`config.mk`:
```
export PLATFORM = sky130hd
export DESIGN_NAME = ldst_access_ctrl
export DESIGN_NICKNAME = d
export VERILOG_FILES = /design/src/rtl/ldst_access_ctrl_pkg.sv /design/src/rtl/ldst_lane_align.sv /design/src/rtl/ldst_access_ctrl.sv
export SDC_FILE = /design/constraint.sdc
export NUM_CORES = 1
export LEC_CHECK = 0
export ABC_AREA = 1
export BUFFER_PORTS_ARGS = -buffer_cell sky130_fd_sc_hd__buf_2
export CAP_MARGIN = 25
export CORE_MARGIN = 2
export CORE_UTILIZATION = 35
export CTS_BUF_LIST = sky130_fd_sc_hd__clkbuf_2 sky130_fd_sc_hd__clkbuf_4 sky130_fd_sc_hd__clkbuf_8
export DETAILED_ROUTE_END_ITERATION = 6
export GPL_ROUTABILITY_DRIVEN = 1
export HOLD_SLACK_MARGIN = 0.12
export PLACE_DENSITY_LB_ADDON = 0.08
export SYNTH_ARGS = -nofsm -noshare
export SYNTH_HDL_FRONTEND = slang
export SYNTH_SLANG_ARGS = --single-unit
```
`constraint.sdc`:
```
create_clock -name iCLOCK -period 2.7 [get_ports iCLOCK]
set_clock_uncertainty 0.2 [all_clocks]
set_input_delay 0.27 -clock iCLOCK [delete_from_list [all_inputs] [get_ports iCLOCK]]
set_output_delay 0.27 -clock iCLOCK [all_outputs]
set_load 0.01 [all_outputs]
```
`src/rtl/ldst_access_ctrl_pkg.sv`:
```
`default_nettype none
// +------------------------------------------------------------------+
// | ldst_access_ctrl_pkg                                             |
// | Shared state, access-order and load-mask encodings for LDST.     |
// | Revision: 1.0                                                    |
// +------------------------------------------------------------------+
package ldst_access_ctrl_pkg;

  typedef enum logic [2:0] {
    stateIdle    = 3'd0,
    stateReq     = 3'd1,
    stateWait    = 3'd2,
    stateDiscard = 3'd3,
    stateOut     = 3'd4
  } ldstState_t;

  localparam logic [1:0] c_orderByte = 2'd0;
  localparam logic [1:0] c_orderHalf = 2'd1;
  localparam logic [1:0] c_orderWord = 2'd2;
  localparam logic [1:0] c_orderRsvd = 2'd3;

  localparam logic [1:0] c_maskByte = 2'd0;
  localparam logic [1:0] c_maskHalf = 2'd1;
  localparam logic [1:0] c_maskWord = 2'd2;

  function automatic logic isMisaligned(input logic [1:0] order, input logic [1:0] addrLo);
    return (order == c_orderRsvd) ||
           ((order == c_orderHalf) && addrLo[0]) ||
           ((order == c_orderWord) && (addrLo != 2'b00));
  endfunction

endpackage
`default_nettype wire

```
`src/rtl/ldst_lane_align.sv`:
```
`default_nettype none
// +------------------------------------------------------------------+
// | ldst_lane_align                                                  |
// | Byte-lane enables, store-data lane placement and load alignment. |
// | Revision: 1.0                                                    |
// +------------------------------------------------------------------+
module ldst_lane_align
  import ldst_access_ctrl_pkg::*;
(
  input  logic [1:0]  i_addrLo,
  input  logic [1:0]  i_order,
  input  logic [31:0] i_storeData,
  input  logic [31:0] i_loadWord,
  input  logic [1:0]  i_loadShift,
  input  logic [1:0]  i_loadMask,
  output logic [3:0]  o_byteEna,
  output logic [31:0] o_writeData,
  output logic [31:0] o_loadData
);

  logic [31:0] w_loadMask;

  always_comb begin
    o_byteEna   = 4'b0000;
    o_writeData = 32'd0;
    unique case (i_order)
      c_orderByte: begin
        o_byteEna   = 4'b0001 << i_addrLo;
        o_writeData = {24'd0, i_storeData[7:0]} << {i_addrLo, 3'b000};
      end
      c_orderHalf: begin
        o_byteEna   = 4'b0011 << {i_addrLo[1], 1'b0};
        o_writeData = {16'd0, i_storeData[15:0]} << {i_addrLo[1], 4'b0000};
      end
      c_orderWord: begin
        o_byteEna   = 4'b1111;
        o_writeData = i_storeData;
      end
      default: begin
        o_byteEna   = 4'b0000;
        o_writeData = 32'd0;
      end
    endcase
  end

  always_comb begin
    w_loadMask = 32'hFFFF_FFFF;
    unique case (i_loadMask)
      c_maskByte: w_loadMask = 32'h0000_00FF;
      c_maskHalf: w_loadMask = 32'h0000_FFFF;
      default:    w_loadMask = 32'hFFFF_FFFF;
    endcase
  end

  assign o_loadData = (i_loadWord >> {i_loadShift, 3'b000}) & w_loadMask;

endmodule
`default_nettype wire

```
`src/rtl/ldst_access_ctrl.sv`:
```
`default_nettype none
// +------------------------------------------------------------------+
// | ldst_access_ctrl                                                 |
// | Single-outstanding LDST request stage between execute and dmem.  |
// | Revision: 1.0                                                    |
// +------------------------------------------------------------------+
module ldst_access_ctrl
  import ldst_access_ctrl_pkg::*;
(
  input  logic        iCLOCK,
  input  logic        inRESET,
  input  logic        iFLUSH,
  input  logic        iPREV_VALID,
  output logic        oPREV_LOCK,
  input  logic        iPREV_RW,
  input  logic [31:0] iPREV_ADDR,
  input  logic [31:0] iPREV_DATA,
  input  logic [1:0]  iPREV_ORDER,
  input  logic [1:0]  iPREV_LOAD_SHIFT,
  input  logic [1:0]  iPREV_LOAD_MASK,
  input  logic [4:0]  iPREV_DEST,
  output logic        oDATAIO_REQ,
  input  logic        iDATAIO_BUSY,
  output logic        oDATAIO_RW,
  output logic [31:0] oDATAIO_ADDR,
  output logic [3:0]  oDATAIO_BYTEENA,
  output logic [31:0] oDATAIO_DATA,
  input  logic        iDATAIO_VALID,
  input  logic [31:0] iDATAIO_DATA,
  output logic        oNEXT_VALID,
  input  logic        iNEXT_LOCK,
  output logic        oNEXT_WRITEBACK,
  output logic        oNEXT_FAULT,
  output logic [4:0]  oNEXT_DEST,
  output logic [31:0] oNEXT_DATA
);

  ldstState_t  r_state;
  ldstState_t  w_stateNext;

  logic        r_rw;
  logic [31:0] r_addr;
  logic [31:0] r_storeData;
  logic [1:0]  r_order;
  logic [1:0]  r_loadShift;
  logic [1:0]  r_loadMask;
  logic [4:0]  r_dest;
  logic        r_fault;
  logic [31:0] r_nextData;

  logic        w_accept;
  logic        w_misaligned;
  logic        w_inReq;
  logic        w_inOut;
  logic [3:0]  w_byteEna;
  logic [31:0] w_writeData;
  logic [31:0] w_alignedLoad;

  assign w_accept     = iPREV_VALID && (r_state == stateIdle) && !iFLUSH;
  assign w_misaligned = isMisaligned(iPREV_ORDER, iPREV_ADDR[1:0]);

  ldst_lane_align u_laneAlign (
    .i_addrLo    (r_addr[1:0]),
    .i_order     (r_order),
    .i_storeData (r_storeData),
    .i_loadWord  (iDATAIO_DATA),
    .i_loadShift (r_loadShift),
    .i_loadMask  (r_loadMask),
    .o_byteEna   (w_byteEna),
    .o_writeData (w_writeData),
    .o_loadData  (w_alignedLoad)
  );

  always_ff @(posedge iCLOCK or negedge inRESET) begin
    if (!inRESET) begin
      r_state <= stateIdle;
    end else begin
      r_state <= w_stateNext;
    end
  end

  always_comb begin
    w_stateNext = r_state;
    unique case (r_state)
      stateIdle: begin
        if (w_accept) begin
          w_stateNext = w_misaligned ? stateOut : stateReq;
        end
      end
      stateReq: begin
        // Once the handshake completes the read is in flight, so a flushed load must drain.
        if (!iDATAIO_BUSY) begin
          if (r_rw) begin
            w_stateNext = iFLUSH ? stateIdle : stateOut;
          end else begin
            w_stateNext = iFLUSH ? stateDiscard : stateWait;
          end
        end else if (iFLUSH) begin
          w_stateNext = stateIdle;
        end
      end
      stateWait: begin
        // A flush coinciding with the response has nothing left to drain.
        if (iDATAIO_VALID) begin
          w_stateNext = iFLUSH ? stateIdle : stateOut;
        end else if (iFLUSH) begin
          w_stateNext = stateDiscard;
        end
      end
      stateDiscard: begin
        if (iDATAIO_VALID) begin
          w_stateNext = stateIdle;
        end
      end
      stateOut: begin
        if (iFLUSH || !iNEXT_LOCK) begin
          w_stateNext = stateIdle;
        end
      end
      default: begin
        w_stateNext = stateIdle;
      end
    endcase
  end

  always_ff @(posedge iCLOCK or negedge inRESET) begin
    if (!inRESET) begin
      r_rw        <= 1'b0;
      r_addr      <= 32'd0;
      r_storeData <= 32'd0;
      r_order     <= 2'd0;
      r_loadShift <= 2'd0;
      r_loadMask  <= 2'd0;
      r_dest      <= 5'd0;
      r_fault     <= 1'b0;
      r_nextData  <= 32'd0;
    end else begin
      if (w_accept) begin
        r_rw        <= iPREV_RW;
        r_addr      <= iPREV_ADDR;
        r_storeData <= iPREV_DATA;
        r_order     <= iPREV_ORDER;
        r_loadShift <= iPREV_LOAD_SHIFT;
        r_loadMask  <= iPREV_LOAD_MASK;
        r_dest      <= iPREV_DEST;
        r_fault     <= w_misaligned;
        r_nextData  <= 32'd0;
      end else if ((r_state == stateWait) && iDATAIO_VALID && !iFLUSH) begin
        r_nextData <= w_alignedLoad;
      end
    end
  end

  assign w_inReq = (r_state == stateReq);
  assign w_inOut = (r_state == stateOut);

  assign oPREV_LOCK      = (r_state != stateIdle);
  assign oDATAIO_REQ     = w_inReq;
  assign oDATAIO_RW      = w_inReq && r_rw;
  assign oDATAIO_ADDR    = w_inReq ? {r_addr[31:2], 2'b00} : 32'd0;
  assign oDATAIO_BYTEENA = w_inReq ? w_byteEna : 4'd0;
  assign oDATAIO_DATA    = w_inReq ? w_writeData : 32'd0;
  assign oNEXT_VALID     = w_inOut;
  assign oNEXT_WRITEBACK = w_inOut && !r_rw && !r_fault;
  assign oNEXT_FAULT     = w_inOut && r_fault;
  assign oNEXT_DEST      = w_inOut ? r_dest : 5'd0;
  assign oNEXT_DATA      = w_inOut ? r_nextData : 32'd0;

endmodule
`default_nettype wire

```
==> metrics.yaml, run 1 <==
route:
  drc: 0
  vias_per_cell: 4.57
  met2_wirelength_mm: 8.88
  routed.top_layer: "met4"
  m1WireLength_mm: 8.72
  wl_met3_mm: 1.22
  post_drt_wl_per_cell_um: 14.0
  drt-total-wl_mm: 19.2
  drtIter0Drc: 340
  ant_nets: 0
  num_vias: 6233
  drtPass1Iterations: 5
grt:
  grt_max_degree: 91
  grt_first_pass_wirelength_mm: 31.1
  grt_pass1_vias: 6132
  grt_use_total_pct: 21.8
  grt_overflow_total: 0
  antenna_found_initial: 0
sta:
  rsz0062_at_grt: "no"
  maxSlewHeadroom_pct: 51.1
  worst_pin_slew_ns: 0.730
  setup-violations-final: 0
  hold_viol_final: 0
  fmax_mhz: 404
  whs_ns: 0.142
  setup_tns_ns: 0
  post-route-period-util_pct: 91.6
  slew_viol_final: 0
  finalCriticalPeriod_ns: 2.47
clocking:
  root_buffer: "clkbuf_8"
  insertion_delay_ns: 0.39
  h-tree-depth: 3
  cts_inserted_buffers: 9
  clock-sinks: 112
  clockBufferDepth: 2
  cts.clk_slew.worst_paths_ns: 0.11
  cts_tree: "done"
setup_path:
  cp_max_fo: 6
  rrSetupSlack_ns: 0.23
  criticalPathCategory: "reg -> reg"
  critPathCaptureType: "flop"
  required_ns: 2.84
  worst_setup_path_start_kind: "flop"
  cp.arrival_ns: 2.61
placement:
  port_buffers: 223
  placedCellCount: 1230
  hpwl_mm: 13.0
  gp_congestion: 0.792
layout:
  layout_commonest_cell: "nand2_1"
  fin_nets: 1254
  syn_to_final_growth_pct: 45.2
  final_cell_mix: "261 x nand2_1, 222 x buf_2, 118 x dlygate4sd3_1, 114 x nor2_1, 112 x dfrtp_1"
  drive_above_1_share_pct: 24.4
  stdcell_count: 1364
  antenna_cells: 0
yosys:
  ys_ff_latch: 112
  avgSynthCellArea_um2: 7.21
  seq_area_frac_synth_pct: 47.6
  yosys_warnings: 0
  synthTopCellsByArea: "dfrtp_1 48%, nand2_1 17%, nor2_1 7.3%, inv_1 6.3%, o21ai_0 5.9%"
  synthCells: 817
  yosysTopAreaCell: "dfrtp_1"
  syn_area_um2: 5890
  synth_top_area_share_pct: 47.6
  ys_types: 29
die:
  boundaryPins: 226
  start_util_pct: 35.7
  die_h_um: 134
  rows: 47
  die-width_um: 134
  dieArea_um2: 17900
  core-area_um2: 16500
run:
  drv_cap: 0
power_and_ir_drop:
  peakVddDrop_mv: 0.469
  power_per_cell_area_nw_per_um2: 793
  p_leak_nw: 4.43
outcome:
  outcome: "finished clean"
worst_hold_path:
  min-delay-path-class: "in -> reg"
## critical path: stages, from the launching register on
cell,delay (ns)
dfrtp_1,0.47
nor2_4,0.24
nand2_1,0.07
nor2_1,0.56
nor2_1,0.11
nand2_1,0.10
nand3_1,0.07
nand2_1,0.07
dlygate4sd3_1,0.53
## sequential cells by signal, summed over array words and instances, names as in the netlist
name / cells
r_loadMask: 2
r_rw: 1
r_state: 3
r_storeData: 32
r_order: 2
r_dest: 5
r_addr: 32
r_nextData: 32
r_fault: 1
r_loadShift: 2
## synth_stat cells
master and instances:
nand4_1 1, buf_2 17, nor3_1 2, nor2_4 3
nand2_4 1, a21oi_1 21, buf_6 7, nand3_2 1
inv_2 1, nor2_1 115, nand3_1 37, clkinv_1 1
nand3b_1 1, conb_1 1, nor2_2 2, nand2_2 2
nand4_4 1, o22ai_1 3, or2_2 4, o21ai_1 14
o21ai_2 11, dfrtp_1 112, buf_4 2, o21ai_0 69
clkbuf_1 16, inv_1 99, a31oi_1 10, nand2_1 262
nor2_8 1
## stage by stage
| step | setup WS (ns) | instance area [µm²] | total power [mW] | utilization, % |
|---|---|---|---|---|
| after global placement | 0.547 | 7170 | 5.57 | 43.4 |
| after CTS | 0.0889 | 8540 | 6.80 | 51.7 |
| after global routing | 0.00975 | 8550 | 7.41 | 51.8 |
| after floorplan | 0.957 | 5900 | 4.59 | - |
| final | 0.226 | 8550 | 6.79 | 51.8 |
| after detailed placement | 0.566 | 7170 | 5.58 | 43.4 |
## path summary, 6_finish.rpt
kind                       cells after the start                     endpoint                        start
max                                            8       r_state[2]$_DFFE_PN0P_       r_state[0]$_DFFE_PN0P_
min                                            5    r_nextData[7]$_DFFE_PN0P_             iDATAIO_DATA[15]
max reg2reg                                    8       r_state[2]$_DFFE_PN0P_       r_state[0]$_DFFE_PN0P_
min reg2reg                                    2  r_storeData[20]$_DFFE_PN0N_  r_storeData[20]$_DFFE_PN0N_
max in group asynchronous                      3   r_storeData[5]$_DFFE_PN0N_                      inRESET
min in group asynchronous                      2   r_nextData[28]$_DFFE_PN0P_                      inRESET
## where the power goes
group | leakage (nW) | internal (mW) | total, mW | switching (mW)
Combinational | 2.90 | 1.12 | 3.12 | 2.00
Clock | 0.0965 | 0.355 | 0.993 | 0.638
Sequential | 1.43 | 2.30 | 2.67 | 0.371
## area by class of cell
cell class | instances | area (µm²)
Sequential cell | 112 | 2800
Inverter | 101 | 379
Tap cell | 220 | 275
Clock inverter | 7 | 60.1
Fill cell | 1640 | 7970
Clock buffer | 9 | 124
Multi-Input combinational cell | 563 | 2490
Timing Repair Buffer | 352 | 2420
## logic make-up after synthesis
kind of cell | synth area share (%)
AND/OR/NAND/NOR | 30.0
other | 0.0636
flip-flops | 47.6
AO/OA/AOI/OAI | 11.8
buffers and inverters | 10.5
## routing by layer
metal | vias up | global-route usage, %
li1 | 3153 | -
met3 | 25 | 5.02
met4 | 0 | 6.09
met2 | 219 | 35.1
met1 | 2836 | 29.4
met5 | - | 0
## timing repair
| action | CTS | global route |
|---|---|---|
| endpoints found under the setup margin | 0 | 22 |
| hold endpoints to repair | 192 | 0 |
| hold buffers | 118 | 0 |
| resized for setup | 0 | 4 |
| setup buffers | 0 | 0 |
(Power assumes the default switching activity.)
==> run 2, diff against run 1 <==
Settings changed: ABC_AREA 1 to unset.
==> run 2 against run 1 <==
Global-route usage shrank 1.9 points. Count of clock-buffer cells in the layout is 2 higher. Non-clock buffer count fell by 11. Cell area decreased by 2.9%. Via count is 16% lower. Critical path type unchanged.
==> metrics.yaml, run 2 <==
sta:
  post-route-period-util_pct: 95.0  # +3.4 points
  fmax_mhz: 390  # -3.6%
  slew_viol_final: 0  # unchanged
  worst_pin_slew_ns: 0.803  # +0.0731 ns
  setup-violations-final: 0  # unchanged
  finalCriticalPeriod_ns: 2.57  # +0.0915 ns
  rsz0062_at_grt: "no"
  setup_tns_ns: 0  # unchanged
  hold_viol_final: 0  # unchanged
  maxSlewHeadroom_pct: 46.2  # -4.9 points
  whs_ns: 0.152  # +0.00968 ns
  setup_slack_ns: 0.134  # -0.0915 ns
setup_path:
  required_ns: 2.83  # about the same
  criticalPathCategory: "reg -> reg"
  worst_setup_path_start_kind: "flop"
  critPathCaptureType: "flop"
  cp_max_fo: 38  # +32
  cp.arrival_ns: 2.70  # +0.09 ns
clocking:
  clock-sinks: 112  # unchanged
  root_buffer: "clkbuf_8"
  clockBufferDepth: 2  # unchanged
  cts_tree: "done"
  post-cts-setup-buffers: 0  # unchanged
  insertion_delay_ns: 0.38  # about the same
  h-tree-depth: 3  # unchanged
  cts_inserted_buffers: 9  # unchanged
  cts.clk_slew.worst_paths_ns: 0.11  # about the same
placement:
  gp_congestion: 0.875  # +10%
  placedCellCount: 933  # -24%
  hpwl_mm: 11.6  # -11%
  port_buffers: 223  # unchanged
  placed_area_um2: 7050  # -1.7%
  dp_slack_ns: 0.172  # -0.394 ns
power_and_ir_drop:
  switchingPower_mw: 2.96  # -1.5%
  netSwitchingFraction_pct: 39.1  # -5.2 points
  p_leak_nw: 4.24  # -4.3%
  share_seq_of_total_power_pct: 39.2  # -0.2 points
  clock_power_share_pct: 14.1  # -0.5 points
  peakVddDrop_mv: 0.363  # -23%
  p_comb_share_pct: 46.6  # +0.6 points
  power_per_cell_area_nw_per_um2: 912  # +15%
  total_power_mw: 7.57  # +12%
  p_int_mw: 4.61  # +22%
layout:
  layout_commonest_cell: "buf_2"
  syn_to_final_growth_pct: 44.9
  final_cell_mix: "222 x buf_2, 112 x dfrtp_1, 103 x dlygate4sd3_1, 75 x mux2_2"
  final_util_pct: 52.1  # +0.31 points
  stdcell_area_um2: 8300  # -2.9%
  drive_above_1_share_pct: 40.5  # +16 points
  stdcell_count: 1053  # -23%
  fillers: 1466  # -11%
  largest_registers: "r_addr (32), r_nextData (32), r_storeData (32)"
  fin_nets: 947  # -24%
  antenna_cells: 0  # unchanged
grt:
  antenna_found_initial: 0  # unchanged
  grt_overflow_total: 0  # unchanged
  grt_first_pass_wirelength_mm: 27.9  # -10%
  grt_use_total_pct: 19.8  # -1.9 points
  grt_max_degree: 113  # +24%
  grt_pass1_vias: 5367  # -12%
yosys:
  synth_edf_count: 0  # unchanged
  ys_top_cells_by_count: "112 x dfrtp_1, 75 x mux2_2, 40 x and2_1, 40 x and3_1, 38 x nand2_1"
  synthCells: 521  # -36%
  yosysMostFrequentCell: "dfrtp_1"
  dominantRegCellSynth: "dfrtp_1"
  syn_area_um2: 5730  # -2.8%
  seq_area_frac_synth_pct: 48.9  # +1.3 points
  ys_types: 38  # +31%
  yosys_warnings: 0  # unchanged
  avgSynthCellArea_um2: 11.0  # +52%
  synthTopCellsByArea: "dfrtp_1 49%, mux2_2 15%, and2_1 4.4%, and3_1 4.4%, a22oi_1 3.1%"
  ys_ff_latch: 112  # unchanged
  async_reset_ff_share_pct: 100  # unchanged
  synth_top_area_share_pct: 48.9  # +1.3 points
  yosysTopAreaCell: "dfrtp_1"
die:
  boundaryPins: 226  # unchanged
  die_h_um: 132  # -1.3%
  rows: 46  # -2.1%
  core-area_um2: 15900  # -3.5%
  start_util_pct: 35.9  # +0.28 points
  dieArea_um2: 17400  # -2.7%
  die-width_um: 132  # -1.3%
route:
  vias_per_cell: 4.95  # +8.3%
  drc: 0  # unchanged
  post_drt_wl_per_cell_um: 16.6  # +18%
  drt-total-wl_mm: 17.4  # -9.0%
  ant_nets: 0  # unchanged
  drtPass1Iterations: 4  # -1
  num_vias: 5210  # -16%
  drtIter0Drc: 271  # -20%
worst_hold_path:
  min-delay-path-class: "in -> reg"
outcome:
  outcome: "finished clean"
run:
  drv_cap: 0  # unchanged
==> run 2: cell count changes after synthesis, moves of 11 or more <==
cell     previous run  this run
mux2i_1             0        16
nor2_1            115        31
mux2_2              0        75
o21ai_2            11         0
and3_1              0        40
o21ai_1            14         0
a22oi_1             0        24
nand2_1           262        38
o21ai_0            69        18
inv_1              99         1
a22o_1              0        16
nand3_1            37         0
and2_1              0        40
==> run 2: critical path: stages (launching register included) <==
cell and delay (ns):
dfrtp_1 0.58, or3_4 0.21, or2_4 0.48, nor2b_2 0.78, a22o_1 0.25
==> run 2: final timing paths <==
path | start | endpoint | slack [ns] | cells past startpoint
setup / recovery | r_state[0]$_DFFE_PN0P_ | r_nextData[29]$_DFFE_PN0P_ | 0.13 | 4
hold / removal | iDATAIO_DATA[5] | r_nextData[5]$_DFFE_PN0P_ | 0.15 | 4
setup reg to reg | r_state[0]$_DFFE_PN0P_ | r_nextData[29]$_DFFE_PN0P_ | 0.13 | 4
hold reg to reg | r_nextData[21]$_DFFE_PN0P_ | r_nextData[21]$_DFFE_PN0P_ | 0.29 | 2
max in group asynchronous | inRESET | r_nextData[27]$_DFFE_PN0P_ | 1.53 | 3
min in group asynchronous | inRESET | r_addr[24]$_DFFE_PN0N_ | 0.30 | 3
==> run 2: routing by layer <==
| metal | share of wire (%) | wire [µm] | GRT usage, % | vias up |
|---|---|---|---|---|
| li1 | - | - | - | 2476 |
| met1 | 44 | 7700 | 25.7 | 2535 |
| met2 | 49 | 8530 | 33.3 | 184 |
| met3 | 5.8 | 1010 | 5.04 | 15 |
| met4 | 1.1 | 199 | 4.71 | 0 |
| met5 | 0 | 0 | 0 | - |
==> run 2: kinds of logic (layout without fill, tap and decap cells) <==
family,after synthesis,count (layout),synth area share (%)
flops,112,112,48.9
mux,93,93,17.9
other cells,1,2,0.0654
simple gates,174,175,16.4
buf+inv,44,358,4.30
compound gates,97,97,12.4
==> run 2: what timing repair did <==
action,in CTS,in global routing
hold buffers,103,0
setup endpoints to repair,0,18
endpoints found under the hold margin,221,0
resized for setup,0,2
==> run 2: cell type report <==
| cell class | instances | area (µm²) | area share [%] |
|---|---|---|---|
| clock inverter | 5 | 63.8 | 0.769 |
| sequential | 112 | 2800 | 33.8 |
| clock buffer | 11 | 145 | 1.75 |
| multi-input combinational | 367 | 2720 | 32.7 |
| timing repair buffer | 341 | 2300 | 27.7 |
| inverter | 1 | 3.75 | 0.0452 |
| tap | 216 | 270 | 3.25 |
==> run 2: power groups by stage <==
stage,clock network (mW),logic [mW],registers (mW)
6_report,1.07,3.53,2.97
5_1_grt,1.18,3.89,3.07
4_1_cts,1.11,3.52,2.96
3_5_place_dp,0,3.38,2.99
3_3_place_gp,0,3.33,2.95
2_1_floorplan,0,2.48,2.71
==> run 3, diff against run 2 <==
Settings changed: CELL_PAD_IN_SITES_DETAIL_PLACEMENT set to 2, CELL_PAD_IN_SITES_GLOBAL_PLACEMENT set to 2, CORE_UTILIZATION 35 to 33.
==> run 3 against run 2 <==
Global-route usage rose by 4.5 points. Power rose by 4.5%. Combinational power rose by 8.5%. Hold slack improved by 0.013 ns. Critical endpoint is now oNEXT_WRITEBACK. Largest power group unchanged.
==> metrics.yaml, run 3 (same netlist as run 2, synthesis figures left out) <==
outcome:
  outcome: "finished clean"
die:
  start_util_pct: 33.5  # -2.5 points
  die_h_um: 136  # +2.9%
  die-width_um: 136  # +2.9%
  rows: 48  # +4.3%
  dieArea_um2: 18400  # +5.9%
  core-area_um2: 17100  # +7.4%
  boundaryPins: 226  # unchanged
layout:
  final_cell_mix: "222 x buf_2, 111 x dfrtp_1, 104 x dlygate4sd3_1, 75 x mux2_2"
  fin_nets: 952  # +0.53%
  largest_registers: "r_addr (32), r_nextData (32), r_storeData (32)"
  layout_commonest_cell: "buf_2"
  multiInputGateArea_um2: 2730  # +0.28%
  fillers: 1787  # +22%
  drive_above_1_share_pct: 40.9  # +0.35 points
  area.sequential_um2: 2800  # about the same
  final_util_pct: 48.9  # -3.2 points
  syn_to_final_growth_pct: 46.1
setup_path:
  cp_num_buf_inv: 1  # +1
  critPathTopFamily: "simple AND/OR/NAND/NOR gates"
  critPathCaptureType: "primary output"
  slowest_delay_ns: 0.53  # -0.25 ns
  reg2regPathDepth: 5  # +1
  cp.arrival_ns: 2.12  # -0.58 ns
  criticalPathCategory: "reg -> out"
  path_cells: "nor2_2, and2_1, nor3b_1, buf_2"
  slowest_stage: "dfrtp_1"
  worst_setup_path_start_kind: "flop"
  required_ns: 2.23  # -0.60 ns
  cp_max_fo: 11  # -71%
  crit_cells: 4  # unchanged
clocking:
  post-cts-setup-buffers: 0  # unchanged
  root_buffer: "clkbuf_8"
  insertion_delay_ns: 0.39  # about the same
  cts_inserted_buffers: 9  # unchanged
  cts.clk_slew.worst_paths_ns: 0.11  # about the same
  clock-sinks: 112  # unchanged
  clockBufferDepth: 2  # unchanged
  cts_tree: "done"
  h-tree-depth: 3  # unchanged
sta:
  finalCriticalPeriod_ns: 2.59  # +0.0202 ns
  slew_viol_final: 0  # unchanged
  setup-violations-final: 0  # unchanged
  maxSlewHeadroom_pct: 50.2  # +4.1 points
  rsz0062_at_grt: "no"
  setup_tns_ns: 0  # unchanged
  hold_viol_final: 0  # unchanged
  post-route-period-util_pct: 95.8  # +0.75 points
  fmax_mhz: 387  # -0.78%
  worst_pin_slew_ns: 0.744  # -0.0599 ns
placement:
  port_buffers: 223  # unchanged
  gp_congestion: 0.775  # -11%
  hpwl_mm: 14.2  # +22%
route:
  vias_per_cell: 5.08  # +2.8%
  post_drt_wl_per_cell_um: 21.0  # +27%
  drtIter0Drc: 171  # -37%
  ant_nets: 0  # unchanged
  num_vias: 5430  # +4.2%
  drtPass1Iterations: 6  # +2
  drc: 0  # unchanged
  drt-total-wl_mm: 22.4  # +28%
power_and_ir_drop:
  clock_power_share_pct: 13.8  # -0.3 points
  peakVddDrop_mv: 0.339  # -6.6%
  p_leak_nw: 4.27  # +0.70%
  share_seq_of_total_power_pct: 37.9  # -1.3 points
  power_per_cell_area_nw_per_um2: 945  # +3.7%
  p_comb_share_pct: 48.3  # +1.7 points
  switchingPower_mw: 3.27  # +10%
  total_power_mw: 7.92  # +4.5%
  p_int_mw: 4.65  # +0.80%
  netSwitchingFraction_pct: 41.3  # +2.2 points
grt:
  grt_overflow_total: 0  # unchanged
  grt_first_pass_wirelength_mm: 34.5  # +24%
  antenna_found_initial: 1  # +1
  grt_pass1_vias: 6054  # +13%
  grt_max_degree: 42  # -63%
  grt_use_total_pct: 24.3  # +4.5 points
run:
  drv_cap: 0  # unchanged
worst_hold_path:
  min_path_cells: 4  # unchanged
  min-delay-path-class: "in -> reg"
run 3: worst min-delay path, cell delays in order:
cell and delay (ns):
buf_2 0.07, nor2b_1 0.11, a211o_1 0.11, a32o_1 0.16
run 3: layout make-up:
cell class / count / share of cell area, %
repair buffers: 346 / 28.1
clock inverters: 7 / 0.956
clock buffers: 9 / 1.48
inverters: 1 / 0.0448
flip-flops and latches: 112 / 33.5
well taps: 225 / 3.36
diodes: 1 / 0.0299
multi-input cells: 367 / 32.5
run 3: what timing repair did:
action,in CTS,in global routing
hold buffers,104,0
resized for setup,1,5
endpoints found under the setup margin,9,51
gates cloned,0,1
endpoints found under the hold margin,183,0
run 3: layer usage:
layer | vias to the layer above | routed length (µm) | track usage (%)
met5 | - | 0 | 0
met4 | 0 | 382 | 7.29
met3 | 24 | 1400 | 5.54
met2 | 167 | 11300 | 42.2
met1 | 2754 | 9340 | 30.2
li1 | 2485 | - | -
run 3: power by group through the flow:
stage / clock network [mW] / logic (mW) / registers (mW)
5_1_grt: 1.18 / 4.18 / 3.11
3_3_place_gp: 0 / 3.46 / 2.91
6_report: 1.09 / 3.83 / 3.00
2_1_floorplan: 0 / 2.48 / 2.71
4_1_cts: 1.12 / 3.74 / 2.96
3_5_place_dp: 0 / 3.59 / 2.99
run 3: stage by stage:
stage / worst slack, ns / area (µm²) / std cells / hold WS (ns)
after global routing: 0.00138 / 8370 / 1067 / 0.180
after CTS: 0.0104 / 8340 / 1066 / 0.155
final: 0.114 / 8370 / 1068 / 0.165
after global placement: 0.233 / 7090 / 946 / 0.0700
after detailed placement: 0.0752 / 7090 / 946 / 0.0787
after floorplan: 0.378 / 5730 / 522 / -0.226
run 3: path summary, 6_finish.rpt:
| kind | from | end | slack (ns) |
|---|---|---|---|
| setup / recovery | r_state[1]$_DFFE_PN0P_ | oNEXT_WRITEBACK | 0.11 |
| hold / removal | iDATAIO_DATA[4] | r_nextData[4]$_DFFE_PN0P_ | 0.17 |
| setup reg to reg | r_state[1]$_DFFE_PN0P_ | r_nextData[22]$_DFFE_PN0P_ | 0.29 |
| hold reg to reg | r_nextData[2]$_DFFE_PN0P_ | r_nextData[2]$_DFFE_PN0P_ | 0.30 |
| max in group asynchronous | inRESET | r_addr[6]$_DFFE_PN0N_ | 1.22 |
| min in group asynchronous | inRESET | r_addr[30]$_DFFE_PN0N_ | 0.18 |
